$ cat src/rtl/mem_store_buffer_pkg.sv
// Shared definitions for the MEM-stage store buffer.
// Provides lane geometry helpers and the default-geometry entry layout.
// Optional build macro: STORE_MERGE_EN (see mem_store_buffer.sv).
package mem_store_buffer_pkg;

   localparam int unsigned SB_ADDR_W = 32;
   localparam int unsigned SB_DATA_W = 32;

   // Byte lanes per data word.
   function automatic int unsigned sb_strb_w(input int unsigned data_w);
      return data_w / 8;
   endfunction

   // Address bits that select a byte within a word.
   function automatic int unsigned sb_ofs_w(input int unsigned data_w);
      return $clog2(data_w / 8);
   endfunction

   localparam int unsigned SB_STRB_W = sb_strb_w(SB_DATA_W);
   localparam int unsigned SB_OFS_W  = sb_ofs_w(SB_DATA_W);

   // One buffered store, default geometry; modules re-declare it at their own widths.
   typedef struct packed {
      logic                          valid;
      logic [SB_ADDR_W-SB_OFS_W-1:0] waddr;
      logic [SB_DATA_W-1:0]          data;
      logic [SB_STRB_W-1:0]          strb;
      logic                          uncached;
   } sb_entry_t;

endpackage

$ cat src/rtl/mem_store_buffer_forward_mux.sv
// Load-forwarding select: per byte lane, picks data from the youngest
// occupied entry whose word matches the load and whose strobe covers the lane.
// Ports: i_ld_valid/i_ld_waddr load lookup; i_valid/i_waddr/i_data/i_strb
// entry fields; i_head/i_tail wrap-bit pointers; o_data/o_strb forwarded bytes.
module mem_store_buffer_forward_mux
   import mem_store_buffer_pkg::*;
#(
   parameter int unsigned DEPTH   = 4,
   parameter int unsigned WADDR_W = 30,
   parameter int unsigned DATA_W  = 32
)(
   input  logic                      i_ld_valid,
   input  logic [WADDR_W-1:0]        i_ld_waddr,
   input  logic                      i_valid [DEPTH],
   input  logic [WADDR_W-1:0]        i_waddr [DEPTH],
   input  logic [DATA_W-1:0]         i_data  [DEPTH],
   input  logic [DATA_W/8-1:0]       i_strb  [DEPTH],
   input  logic [$clog2(DEPTH):0]    i_head,
   input  logic [$clog2(DEPTH):0]    i_tail,
   output logic [DATA_W-1:0]         o_data,
   output logic [DATA_W/8-1:0]       o_strb
);

   localparam int unsigned STRB_W = sb_strb_w(DATA_W);
   localparam int unsigned IDX_W  = $clog2(DEPTH);
   localparam int unsigned PTR_W  = IDX_W + 1;

   logic [PTR_W-1:0] w_cnt;
   logic [IDX_W-1:0] w_idx;

   // Walk oldest to youngest so later (younger) hits overwrite earlier ones.
   always_comb begin
      o_data = '0;
      o_strb = '0;
      w_idx  = '0;
      w_cnt  = i_tail - i_head;
      for (int i = 0; i < int'(DEPTH); i++) begin
         w_idx = i_head[IDX_W-1:0] + IDX_W'(i);
         if (i_ld_valid && (PTR_W'(i) < w_cnt) && i_valid[w_idx] &&
             (i_waddr[w_idx] == i_ld_waddr)) begin
            for (int b = 0; b < int'(STRB_W); b++) begin
               if (i_strb[w_idx][b]) begin
                  o_data[8*b +: 8] = i_data[w_idx][8*b +: 8];
                  o_strb[b]        = 1'b1;
               end
            end
         end
      end
   end

endmodule

$ cat src/rtl/mem_store_buffer.sv
// Write-back store buffer between MEM and the DCache CPU port.
// Committed stores queue in a circular FIFO and drain over dc_valid/dc_ready;
// MEM loads get youngest-first byte forwarding plus a stall for uncached
// ordering and same-cycle store collisions.
// Ports: st_* store intake, dc_* head entry to DCache, ld_* load lookup,
// drain_req stops merging, empty/full/count occupancy.
// Optional build macro: STORE_MERGE_EN -- coalesce a cached store into the
// youngest entry of the same word instead of allocating a new one.
module mem_store_buffer
   import mem_store_buffer_pkg::*;
#(
   parameter int unsigned DEPTH  = 4,
   parameter int unsigned ADDR_W = SB_ADDR_W,
   parameter int unsigned DATA_W = SB_DATA_W
)(
   input  logic                   clk,
   input  logic                   rst,
   input  logic                   st_valid,
   output logic                   st_ready,
   input  logic [ADDR_W-1:0]      st_addr,
   input  logic [DATA_W-1:0]      st_wdata,
   input  logic [DATA_W/8-1:0]    st_wstrb,
   input  logic                   st_uncached,
   output logic                   dc_valid,
   input  logic                   dc_ready,
   output logic [ADDR_W-1:0]      dc_addr,
   output logic [DATA_W-1:0]      dc_wdata,
   output logic [DATA_W/8-1:0]    dc_wstrb,
   output logic                   dc_uncached,
   input  logic                   ld_valid,
   input  logic [ADDR_W-1:0]      ld_addr,
   input  logic                   ld_uncached,
   output logic [DATA_W-1:0]      ld_data,
   output logic [DATA_W/8-1:0]    ld_strb,
   output logic                   ld_stall,
   input  logic                   drain_req,
   output logic                   empty,
   output logic                   full,
   output logic [$clog2(DEPTH):0] count
);

   localparam int unsigned STRB_W  = sb_strb_w(DATA_W);
   localparam int unsigned OFS_W   = sb_ofs_w(DATA_W);
   localparam int unsigned WADDR_W = ADDR_W - OFS_W;
   localparam int unsigned IDX_W   = $clog2(DEPTH);
   localparam int unsigned PTR_W   = IDX_W + 1;

   typedef struct packed {
      logic               valid;
      logic [WADDR_W-1:0] waddr;
      logic [DATA_W-1:0]  data;
      logic [STRB_W-1:0]  strb;
      logic               uncached;
   } entry_t;

   entry_t           r_entry [DEPTH];
   logic [PTR_W-1:0] r_head;
   logic [PTR_W-1:0] r_tail;
   logic             r_merge_en;

   logic [IDX_W-1:0]   w_head_idx;
   logic [IDX_W-1:0]   w_tail_idx;
   logic [IDX_W-1:0]   w_young_idx;
   logic [WADDR_W-1:0] w_st_waddr;
   logic [WADDR_W-1:0] w_ld_waddr;
   logic               w_merge_en;
   logic               w_merge;
   logic               w_push;
   logic               w_pop;
   logic               w_hit_uc;
   logic               w_unused_ofs;

   logic               w_e_valid [DEPTH];
   logic [WADDR_W-1:0] w_e_waddr [DEPTH];
   logic [DATA_W-1:0]  w_e_data  [DEPTH];
   logic [STRB_W-1:0]  w_e_strb  [DEPTH];

   assign w_head_idx  = r_head[IDX_W-1:0];
   assign w_tail_idx  = r_tail[IDX_W-1:0];
   assign w_young_idx = w_tail_idx - IDX_W'(1);
   assign w_st_waddr  = st_addr[ADDR_W-1:OFS_W];
   assign w_ld_waddr  = ld_addr[ADDR_W-1:OFS_W];

   // Byte-offset bits only matter to the requester, not to word matching.
   assign w_unused_ofs = ^{st_addr[OFS_W-1:0], ld_addr[OFS_W-1:0]};

   assign empty = (r_head == r_tail);
   assign full  = (w_head_idx == w_tail_idx) && (r_head[IDX_W] != r_tail[IDX_W]);
   assign count = r_tail - r_head;

   // drain_req blocks merging immediately; re-enable lags its release by a cycle.
   assign w_merge_en = r_merge_en && !drain_req;

`ifdef STORE_MERGE_EN
   // Never merge into the head while it is offered: the DCache may be sampling it.
   assign w_merge = st_valid && w_merge_en && !st_uncached && !empty &&
                    r_entry[w_young_idx].valid && !r_entry[w_young_idx].uncached &&
                    (r_entry[w_young_idx].waddr == w_st_waddr) &&
                    !(dc_valid && (w_young_idx == w_head_idx));
`else
   logic w_unused_merge;
   assign w_unused_merge = ^{w_merge_en, w_young_idx};
   assign w_merge        = 1'b0;
`endif

   assign st_ready = !full || w_merge;
   assign w_push   = st_valid && !full && !w_merge;
   assign w_pop    = dc_valid && dc_ready;

   // Head entry presented to the DCache.
   assign dc_valid    = !empty;
   assign dc_addr     = {r_entry[w_head_idx].waddr, OFS_W'(0)};
   assign dc_wdata    = r_entry[w_head_idx].data;
   assign dc_wstrb    = r_entry[w_head_idx].strb;
   assign dc_uncached = r_entry[w_head_idx].uncached;

   // FIFO state, entry writes and merge-enable.
   always_ff @(posedge clk) begin
      if (rst) begin
         r_head     <= '0;
         r_tail     <= '0;
         r_merge_en <= 1'b1;
         for (int i = 0; i < int'(DEPTH); i++) begin
            r_entry[i] <= '0;
         end
      end else begin
         r_merge_en <= !drain_req;
         if (w_pop) begin
            r_entry[w_head_idx].valid <= 1'b0;
            r_head                    <= r_head + PTR_W'(1);
         end
         if (w_push) begin
            r_entry[w_tail_idx] <= '{valid:    1'b1,
                                     waddr:    w_st_waddr,
                                     data:     st_wdata,
                                     strb:     st_wstrb,
                                     uncached: st_uncached};
            r_tail              <= r_tail + PTR_W'(1);
         end
         if (w_merge) begin
            for (int b = 0; b < int'(STRB_W); b++) begin
               if (st_wstrb[b]) begin
                  r_entry[w_young_idx].data[8*b +: 8] <= st_wdata[8*b +: 8];
               end
            end
            r_entry[w_young_idx].strb <= r_entry[w_young_idx].strb | st_wstrb;
         end
      end
   end

   // Unpack entries for the forwarding mux.
   always_comb begin
      for (int i = 0; i < int'(DEPTH); i++) begin
         w_e_valid[i] = r_entry[i].valid;
         w_e_waddr[i] = r_entry[i].waddr;
         w_e_data[i]  = r_entry[i].data;
         w_e_strb[i]  = r_entry[i].strb;
      end
   end

   mem_store_buffer_forward_mux #(
      .DEPTH   (DEPTH),
      .WADDR_W (WADDR_W),
      .DATA_W  (DATA_W)
   ) u_fwd (
      .i_ld_valid (ld_valid),
      .i_ld_waddr (w_ld_waddr),
      .i_valid    (w_e_valid),
      .i_waddr    (w_e_waddr),
      .i_data     (w_e_data),
      .i_strb     (w_e_strb),
      .i_head     (r_head),
      .i_tail     (r_tail),
      .o_data     (ld_data),
      .o_strb     (ld_strb)
   );

   // Any buffered uncached store to the load's word forces a stall.
   always_comb begin
      w_hit_uc = 1'b0;
      for (int i = 0; i < int'(DEPTH); i++) begin
         if (r_entry[i].valid && r_entry[i].uncached && (r_entry[i].waddr == w_ld_waddr)) begin
            w_hit_uc = 1'b1;
         end
      end
   end

   assign ld_stall = ld_valid && (w_hit_uc || (ld_uncached && !empty) ||
                                  (st_valid && (w_st_waddr == w_ld_waddr)));

endmodule

$ cat config.mk
export PLATFORM = sky130hd
export DESIGN_NAME = mem_store_buffer
export DESIGN_NICKNAME = d
export VERILOG_FILES = /design/src/rtl/mem_store_buffer_pkg.sv /design/src/rtl/mem_store_buffer_forward_mux.sv /design/src/rtl/mem_store_buffer.sv
export SDC_FILE = /design/constraint.sdc
export NUM_CORES = 1
export LEC_CHECK = 0
export ABC_AREA = 1
export CORE_UTILIZATION = 28
export DETAILED_ROUTE_END_ITERATION = 16
export SLEW_MARGIN = 20
export SYNTH_ARGS = -nofsm -noshare
export SYNTH_HDL_FRONTEND = slang
export SYNTH_SLANG_ARGS = --single-unit
$ cat constraint.sdc
create_clock -name clk -period 9 [get_ports clk]
set_input_delay 1.8 -clock clk [delete_from_list [all_inputs] [get_ports clk]]
set_output_delay 1.8 -clock clk [all_outputs]
set_load 0.1 [all_outputs]
==> results.json, run 1 <==
{
  "status": "finished clean",
  "synth_edf_count": 268,
  "synthArstFlopShare_pct": 0,
  "grt_setup_unrepaired": "false",
  "fmax_ghz": 0.1299,
  "drcViolationCount": 0,
  "clk_pin_slew_worst_paths_ns": 0.06,
  "worst_path_max_delay_cell": "clkdlybuf4s50_1",
  "critPathRequiredTime_ns": 7.20,
  "clk_latency_ns": 0.64,
  "cp-start-kind": "primary input",
  "syn_inst": 3618,
  "path_class": "primary input to output pin",
  "fillers": 9166,
  "routed_wl_mm": 107.0,
  "worstPathMaxFanout": 10,
  "maxSlewViolCount": 0,
  "ys_ff_latch": 280,
  "yosysSeqAreaShare_pct": 34.87,
  "antenna_found_initial": 6,
  "final_nets": 3779,
  "cts_made_buffers": 31,
  "netlist.area_leader.share_pct": 33.86,
  "synth_xor_area_share_pct": 2.469,
  "track_usage_pct": 24.19,
  "htreeDepth": 1,
  "period_needed_ns": 7.698,
  "netlist_top_cells_area": "edfxtp_1 (34%), nand2_1 (17%), nand3_1 (8.9%)",
  "p_per_area_nw_per_um2": 212.9,
  "setup_viol_count_final": 0,
  "critPathTopFamily": "buffers and inverters",
  "cp_data_arrival_time_ns": 5.90,
  "path_cells": "clkdlybuf4s50_1 -> clkinv_1 -> nand2_1 -> o21ai_0 -> nor4_1 -> nand4_1 -> nor2_1 -> nor2_1 -> nand3_1 -> nand2_1 -> inv_1 -> clkdlybuf4s50_1",
  "hpwl_mm": 74.25,
  "gr-total-overflow": 0,
  "diodes": 0,
  "maxCapViolCount": 0,
  "die_area_um2": 86050,
  "worst_pin_slew_ns": 1.163,
  "grt_pass1_wl_mm": 155.0,
  "synthMuxAreaShare_pct": 2.696,
  "post_drt_wl_per_cell_um": 22.18,
  "via_count": 25600,
  "cts_resized": 0,
  "synth_ff_type": "edfxtp_1",
  "via_per_inst": 5.309,
  "core_um2": 83820,
  "ios": 221,
  "gp_congestion": 1.042,
  "die_x_um": 293.3,
  "clockBufferDepth": 3,
  "die_h_um": 293.3,
  "yosys_warnings": 0,
  "hold_violations": 0,
  "syn_to_final_growth_pct": 15.23,
  "crit_buf_inv": 4,
  "first_pass_iters": 6,
  "drtIter0Drc": 3101,
  "fin_skew_ns": 0.01427,
  "yosysUniqueCellTypes": 44,
  "fp-row-count": 106,
  "yosys.area_share.simple_pct": 37.18,
  "cts_sinks": 280,
  "syn-cell-area_um2": 23770,
  "final_core_util_pct": 32.67,
  "drtAntennaViolNets": 0,
  "fin_crit_sh_pct": 85.54,
  "portBuffers": 213,
  "yosys.area.top_type": "edfxtp_1",
  "grt_pass1_vias": 23004,
  "cts_hold_buf": 0,
  "tns_ns": 0,
  "irDropWorstVdd_uv": 173.6,
  "worst_setup_path_end_kind": "output pin",
  "clock-root-buffer": "clkbuf_16",
  "synth_top_family_by_area": "simple AND/OR/NAND/NOR gates",
  "p_leak_nw": 11.83,
  "synth_compound_area_share_pct": 12.80,
  "drive_gt1_share_pct": 4.366,
  "synthAdderAreaFrac_pct": 0.4528,
  "hp-class": "flop to flop",
  "syn_avg_cell_area_um2": 6.569,
  "slew_headroom_pct": 22.20,
  "cts_tree": "done",
  "start_util_pct": 28.35,
  "synth.most_common_cell": "nand2_1",
  "slowest_delay_ns": 1.13,
  "post_cts_buffers": 0,
  "netlist_top_cells_count": "nand2_1 (1097), nor2_1 (474), nand3_1 (422), o21ai_0 (391), inv_1 (285)",
  "grt_max_degree": 179
}
report_power, final:
group          internal (mW)  switching (mW)
Clock                  0.711           0.574
Combinational          0.699            2.18
Sequential              1.52           0.152
Total                   2.93            2.90
placed cells by master, fill, tap and decap left out, drive strengths merged, types with 3 or more instances in the layout:
cell | Yosys | layout
a211oi | 7 | 7
dfxtp | 12 | 12
xnor2 | 29 | 29
inv | 292 | 295
nor4 | 11 | 11
o211ai | 3 | 3
edfxtp | 268 | 268
clkinv | 10 | 16
nor3 | 11 | 11
nor2 | 485 | 485
xor2 | 38 | 38
a21oi | 27 | 27
or2 | 5 | 5
nand2 | 1102 | 1102
a221oi | 4 | 4
nand4 | 55 | 55
clkdlybuf4s50 | 0 | 175
mux2i | 64 | 64
nand3 | 434 | 434
o21ai | 401 | 401
clkbuf | 136 | 45
ha | 7 | 7
a22o | 12 | 12
o22ai | 100 | 100
buf | 92 | 64
o2111ai | 6 | 6
worst reg2reg max path, cell delays in order (launching register included):
cell and delay, ns:
dfxtp_4 0.99, buf_4 0.85, ha_1 0.40, inv_1 0.14, nor3_1 0.10, inv_1 0.22, nand2_1 0.17, nor2_1 0.59
nand2_4 0.58, nand2_4 0.86, buf_4 0.56
layer usage:
layer / global-route usage (%) / vias up / share of wire (%)
li1: - / 12119 / -
met1: 32.56 / 11914 / 42
met2: 37.77 / 1305 / 44
met3: 3.835 / 254 / 9.0
met4: 11.34 / 8 / 5.3
met5: 0 / - / 0.036
cell type report:
class                           count  area [µm²]  share of cell area, %
Sequential cell                   280        8298                  30.30
Clock inverter                     13       133.9                 0.4889
Clock buffer                       45       848.3                  3.098
Multi-Input combinational cell   2809       13290                  48.55
Tap cell                         1134        1419                  5.181
Inverter                          302        1146                  4.185
Timing Repair Buffer              239        2245                  8.197
cells by family after synthesis:
group           after synthesis
mux                          64
simple gates               2107
xor+xnor                     67
other cells                   1
compound gates              561
buf+inv                     530
fa+ha+maj                     8
flops                       280
final timing paths:
kind,start,endpoint,slack (ns),cells after the start
worst max-delay path,ld_addr[9],ld_stall,1.30,12
worst min-delay path,r_entry[1][67],r_entry[1][67],0.51,2
worst max register to register,r_head[0],r_entry[3][24],3.17,10
worst min register to register,r_entry[1][67],r_entry[1][67],0.51,2
state kept, by name, summed over array words and instances, names as in the netlist, named ones only:
register,cells
r_entry,272
r_head,3
r_tail,3
stage by stage:
| stage | worst slack (ns) | instances | hold WS [ns] | instance area [µm²] | power, mW |
|---|---|---|---|---|---|
| after floorplan | 1.036 | 3619 | 0.4624 | 23770 | 3.696 |
| after global placement | 1.491 | 4764 | 0.4982 | 26400 | 4.510 |
| after detailed placement | 1.509 | 4764 | 0.5019 | 26400 | 4.522 |
| after CTS | 1.494 | 4822 | 0.5109 | 27380 | 5.802 |
| after global routing | 1.201 | 4822 | 0.5455 | 27380 | 6.098 |
| final | 1.302 | 4822 | 0.5075 | 27380 | 5.831 |
Power figures use the tool's default switching activity.
==> run 2: changes to the inputs <==
--- a/config.mk
+++ b/config.mk
@@ -6,8 +6,11 @@
 export NUM_CORES = 1
 export LEC_CHECK = 0
 export ABC_AREA = 1
-export CORE_UTILIZATION = 28
+export CELL_PAD_IN_SITES_DETAIL_PLACEMENT = 0
+export CELL_PAD_IN_SITES_GLOBAL_PLACEMENT = 1
+export CORE_UTILIZATION = 46
 export DETAILED_ROUTE_END_ITERATION = 16
+export PLACE_DENSITY_LB_ADDON = 0.1
 export SLEW_MARGIN = 20
 export SYNTH_ARGS = -nofsm -noshare
 export SYNTH_HDL_FRONTEND = slang
==> run 2 against run 1 <==
Against the previous run:
- first-iteration DRC count increased by 25%
- final cell count decreased by 9.4%
- sequential share of layout area increased by 0.49 points
- register-to-register slack improved by 0.44 ns
- fmax increased by 2.0%
- global-route usage increased by 16 points
- worst setup slack improved by 0.15 ns
- cell area decreased by 1.6%
- via count increased by 4.4%
- non-clock buffer count increased by 1
- clock-buffer cell count decreased by 1
==> results.json, run 2 (same netlist as run 1, synthesis figures left out) <==
{
  "drcViolationCount": 0,
  "die_h_um": 229.3,
  "clk_latency_ns": 0.56,
  "routed_wl_mm": 107.3,
  "hold_depth": 2,
  "reg2reg_slack_ns": 3.61,
  "cp-start-kind": "primary input",
  "grt_max_degree": 89,
  "final_common_cell": "nand2_1",
  "fp-row-count": 82,
  "startpoint": "ld_addr[2]",
  "switchingPower_mw": 2.960,
  "drtIter0Drc": 3878,
  "place_inst": 4302,
  "hp-class": "flop to flop",
  "r2r-start": "r_head[1]",
  "setup_viol_count_final": 0,
  "fillers": 4967,
  "cts_made_buffers": 35,
  "fin_crit_sh_pct": 83.88,
  "core_um2": 50580,
  "clk_pin_slew_worst_paths_ns": 0.06,
  "reg2reg_depth": 12,
  "combPwrFrac_pct": 48.6,
  "hold_start": "r_entry[1][67]",
  "syn_to_final_growth_pct": 13.39,
  "worst_path_max_delay_cell": "clkdlybuf4s50_1",
  "gp_congestion": 1.072,
  "worst_pin_slew_ns": 1.143,
  "htreeDepth": 2,
  "register_area_um2": 8298,
  "portBuffers": 213,
  "grt_setup_unrepaired": "false",
  "critPathRequiredTime_ns": 7.20,
  "post_cts_buffers": 0,
  "via_per_inst": 6.117,
  "via_count": 26717,
  "top_regs": "r_entry (272), r_head (3), r_tail (3)",
  "whs_endpoint": "r_entry[1][67]",
  "maxSlewViolCount": 0,
  "cts_hold_buf": 0,
  "die_area_um2": 52580,
  "worst_setup_path_end_kind": "output pin",
  "hpwl_mm": 73.41,
  "final_cell_area_um2": 26950,
  "largest_reg_flops": 272,
  "cts_sinks": 280,
  "ios": 221,
  "p_per_area_nw_per_um2": 222.3,
  "gr-total-overflow": 0,
  "hold_violations": 0,
  "final_cell_mix": "nand2_1 (1089), nor2_1 (474), nand3_1 (422)",
  "regMostFlops": "r_entry",
  "status": "finished clean",
  "irDropWorstVdd_uv": 204.5,
  "antenna_found_initial": 4,
  "clockBufferDepth": 3,
  "first_pass_iters": 6,
  "path_cells": "clkdlybuf4s50_1 -> clkinv_1 -> o22ai_1 -> nor2_1 -> nand3_1 -> nor3_1 -> nand3_1 -> nor2_1 -> nor2_1 -> nand3_1 -> nand2_1 -> inv_1 -> clkdlybuf4s50_1",
  "start_util_pct": 46.98,
  "post_drt_wl_per_cell_um": 24.57,
  "maxCapViolCount": 0,
  "drive_gt1_share_pct": 4.521,
  "final_nets": 3784,
  "slowest_delay_ns": 1.13,
  "worstPathMaxFanout": 9,
  "worstReg2RegEnd": "r_entry[3][62]",
  "placed_cell_area_um2": 25820,
  "grt_pass1_vias": 24377,
  "fin_cells": 4368,
  "fin_skew_ns": 0.01260,
  "path_class": "primary input to output pin",
  "sw_frac_of_total_pct": 49.42,
  "pwr-share-clk_pct": 23.7,
  "die_x_um": 229.3,
  "power_mw": 5.989,
  "cts_resized": 0,
  "internal_power_mw": 3.029,
  "drtAntennaViolNets": 0,
  "clock-root-buffer": "clkbuf_16",
  "multi_input_area_um2": 13290,
  "slew_headroom_pct": 23.79,
  "cts_tree": "done",
  "fmax_ghz": 0.1325,
  "sequentialPowerShare_pct": 27.8,
  "period_needed_ns": 7.549,
  "grt_pass1_wl_mm": 156.0,
  "cp_data_arrival_time_ns": 5.75,
  "tns_ns": 0,
  "track_usage_pct": 39.95,
  "p_leak_nw": 11.89
}
[run 2: worst max-delay path: cells and delay by family]
family	cells	cell delay (ns)
and+or+nand+nor	8	1.70
buffers and inverters	4	2.07
AOI/OAI and AO/OA	1	0.16
[run 2: power groups by stage]
stage	registers, mW	clock network (mW)	logic [mW]
6_report	1.66	1.42	2.91
5_1_grt	1.67	1.47	3.09
4_1_cts	1.65	1.42	2.85
3_5_place_dp	1.68	0	2.84
3_3_place_gp	1.68	0	2.79
2_1_floorplan	1.60	0	2.10
[run 2: worst max path at each step]
stage	endpoint	cells after the start	slack, ns
after floorplan	r_entry[0][0]	16	1.04
after global placement	ld_stall	11	1.53
after detailed placement	ld_stall	11	1.54
after CTS	ld_stall	11	1.54
after global routing	ld_data[24]	15	1.36
final	ld_stall	13	1.45
[run 2: per-stage QoR]
step | hold WS, ns | setup slack, ns | utilization (%)
floorplan | 0.4624 | 1.036 | -
global placement | 0.4921 | 1.526 | 51.04
detailed placement | 0.5162 | 1.543 | 51.04
CTS | 0.5263 | 1.536 | 53.23
global route | 0.5535 | 1.365 | 53.27
finish | 0.5314 | 1.451 | 53.28
[run 2: final cells by class]
class | count | share of cell area (%)
diodes | 2 | 0.01857
clock buffers | 44 | 3.376
clock inverters | 19 | 0.7290
inverters | 302 | 4.253
multi-input cells | 2809 | 49.33
flip-flops and latches | 280 | 30.79
well taps | 672 | 3.120
repair buffers | 240 | 8.376
[run 2: routing by layer]
layer / routed length [µm] / track usage [%] / up-vias
li1: - / - / 12144
met1: 44260 / 56.37 / 12657
met2: 45240 / 59.22 / 1646
met3: 13550 / 9.151 / 264
met4: 4242 / 15.04 / 6
met5: 39 / 0 / -
==> run 3: changes to the inputs <==
--- a/config.mk
+++ b/config.mk
@@ -8,7 +8,7 @@
 export ABC_AREA = 1
 export CELL_PAD_IN_SITES_DETAIL_PLACEMENT = 0
 export CELL_PAD_IN_SITES_GLOBAL_PLACEMENT = 1
-export CORE_UTILIZATION = 46
+export CORE_UTILIZATION = 42
 export DETAILED_ROUTE_END_ITERATION = 16
 export PLACE_DENSITY_LB_ADDON = 0.1
 export SLEW_MARGIN = 20
==> constraint.sdc (replaced) <==
create_clock -name clk -period 7.04 [get_ports clk]
set_input_delay 1.408 -clock clk [delete_from_list [all_inputs] [get_ports clk]]
set_output_delay 1.408 -clock clk [all_outputs]
set_load 0.1 [all_outputs]
==> run 3 against run 2 <==
Against the previous run:
- die area increased by 9.4%
- first-iteration DRC count down 14%
- clock-buffer cell count fell by 5
- cell area increased by 1.5%
- worst setup slack got worse by 0.70 ns
- worst hold slack lost 0.0042 ns
- final cell count grew 2.5%
- clock power rose by 23%
- critical endpoint is now ld_data[3]
==> results.json, run 3 (same netlist as run 1, synthesis figures left out) <==
{
  "critPathRequiredTime_ns": 5.63,
  "largest_reg_flops": 272,
  "via_per_inst": 5.909,
  "fin_cells": 4478,
  "clk_latency_ns": 0.58,
  "hpwl_mm": 76.78,
  "combPwrFrac_pct": 50.0,
  "worstPathMaxFanout": 12,
  "pwr-share-clk_pct": 22.7,
  "portBuffers": 213,
  "gr-total-overflow": 0,
  "top_regs": "r_entry (272), r_head (3), r_tail (3)",
  "sequentialPowerShare_pct": 27.3,
  "status": "finished clean",
  "grt_setup_unrepaired": "false",
  "cp_data_arrival_time_ns": 4.88,
  "p_per_area_nw_per_um2": 279.8,
  "worst_setup_path_end_kind": "output pin",
  "grt_pass1_vias": 23851,
  "sw_frac_of_total_pct": 50.16,
  "fin_skew_ns": 0.01087,
  "path_class": "primary input to output pin",
  "slew_headroom_pct": 17.78,
  "htreeDepth": 2,
  "placed_cell_area_um2": 26300,
  "tns_ns": 0,
  "cts_sinks": 280,
  "power_mw": 7.653,
  "start_util_pct": 42.80,
  "die_h_um": 239.9,
  "switchingPower_mw": 3.838,
  "fin_crit_sh_pct": 89.34,
  "final_common_cell": "nand2_1",
  "internal_power_mw": 3.814,
  "path_common_cell": "nand2_1",
  "cts_made_buffers": 36,
  "final_nets": 3821,
  "cts_tree": "done",
  "syn_to_final_growth_pct": 15.09,
  "fmax_ghz": 0.1590,
  "post_cts_buffers": 0,
  "track_usage_pct": 38.15,
  "cts_resized": 0,
  "cp-start-kind": "primary input",
  "drcViolationCount": 0,
  "path_cells": "clkdlybuf4s50_1 -> inv_1 -> nand3_1 -> nand2_1 -> inv_1 -> nand2_1 -> nor2_1 -> nand2_1 -> nor2_1 -> nand2_2 -> nor2_2 -> nand3_1 -> nand2_1 -> nand2_1 -> nand2_1 -> buf_4",
  "clk_pin_slew_worst_paths_ns": 0.06,
  "cts_hold_buf": 0,
  "period_needed_ns": 6.289,
  "grt_max_degree": 230,
  "post_drt_wl_per_cell_um": 24.83,
  "crit_buf_inv": 4,
  "ios": 221,
  "critPathTopFamily": "simple AND/OR/NAND/NOR gates",
  "via_count": 26459,
  "worst_pin_slew_ns": 1.231,
  "place_inst": 4415,
  "final_cell_area_um2": 27350,
  "clock-root-buffer": "clkbuf_16",
  "hold_violations": 0,
  "drtIter0Drc": 3340,
  "irDropWorstVdd_uv": 267.3,
  "drtAntennaViolNets": 0,
  "routed_wl_mm": 111.2,
  "regMostFlops": "r_entry",
  "final_cell_mix": "nand2_1 (1089), nor2_1 (474), nand3_1 (422)",
  "core_um2": 55520,
  "maxCapViolCount": 0,
  "fp-row-count": 86,
  "hp-class": "flop to flop",
  "worst_path_max_delay_cell": "clkdlybuf4s50_1",
  "p_leak_nw": 12.09,
  "maxSlewViolCount": 0,
  "clockBufferDepth": 3,
  "setup_viol_count_final": 0,
  "gp_congestion": 1.014,
  "drive_gt1_share_pct": 5.633,
  "slowest_delay_ns": 0.66,
  "antenna_found_initial": 7,
  "final_core_util_pct": 49.26,
  "die_x_um": 239.9,
  "grt_pass1_wl_mm": 159.2,
  "die_area_um2": 57540,
  "first_pass_iters": 7
}
-- run 3: stage by stage --
step | hold WS (ns) | setup slack (ns)
6_report | 0.5272 | 0.7507
5_1_grt | 0.5757 | 0.5660
4_1_cts | 0.5234 | 0.8033
3_5_place_dp | 0.5230 | 0.7994
3_3_place_gp | 0.4949 | 0.8405
2_1_floorplan | 0.4624 | 0.3522
-- run 3: power by group through the flow --
stage	registers [mW]	logic [mW]	clock network, mW
final	2.09	3.83	1.74
after global routing	2.09	4.07	1.81
after CTS	2.08	3.76	1.75
after detailed placement	2.11	3.75	0
after global placement	2.11	3.72	0
after floorplan	2.04	2.68	0
-- run 3: worst paths after layout --
path	startpoint	end	slack (ns)	cells after the start
worst max register to register	r_head[0]	r_entry[3][13]	3.09	10
worst min-delay path	r_tail[2]	r_tail[2]	0.53	1
worst max-delay path	ld_addr[19]	ld_data[3]	0.75	16
worst min register to register	r_tail[2]	r_tail[2]	0.53	1
-- run 3: per-layer routing --
layer  wire length, µm  global-route usage [%]
met5                86                       0
met4              3165                   11.08
met3             12340                   8.335
met2             48160                   58.04
met1             47450                   54.01
-- run 3: area by class of cell --
cell class / instances / area (µm²)
timing repair buffer: 276 / 2613
inverter: 302 / 1146
fill: 5698 / 28170
antenna: 2 / 5.005
tap: 748 / 935.9
multi-input combinational: 2809 / 13300
sequential: 280 / 8298
clock inverter: 22 / 137.6
clock buffer: 39 / 912.1
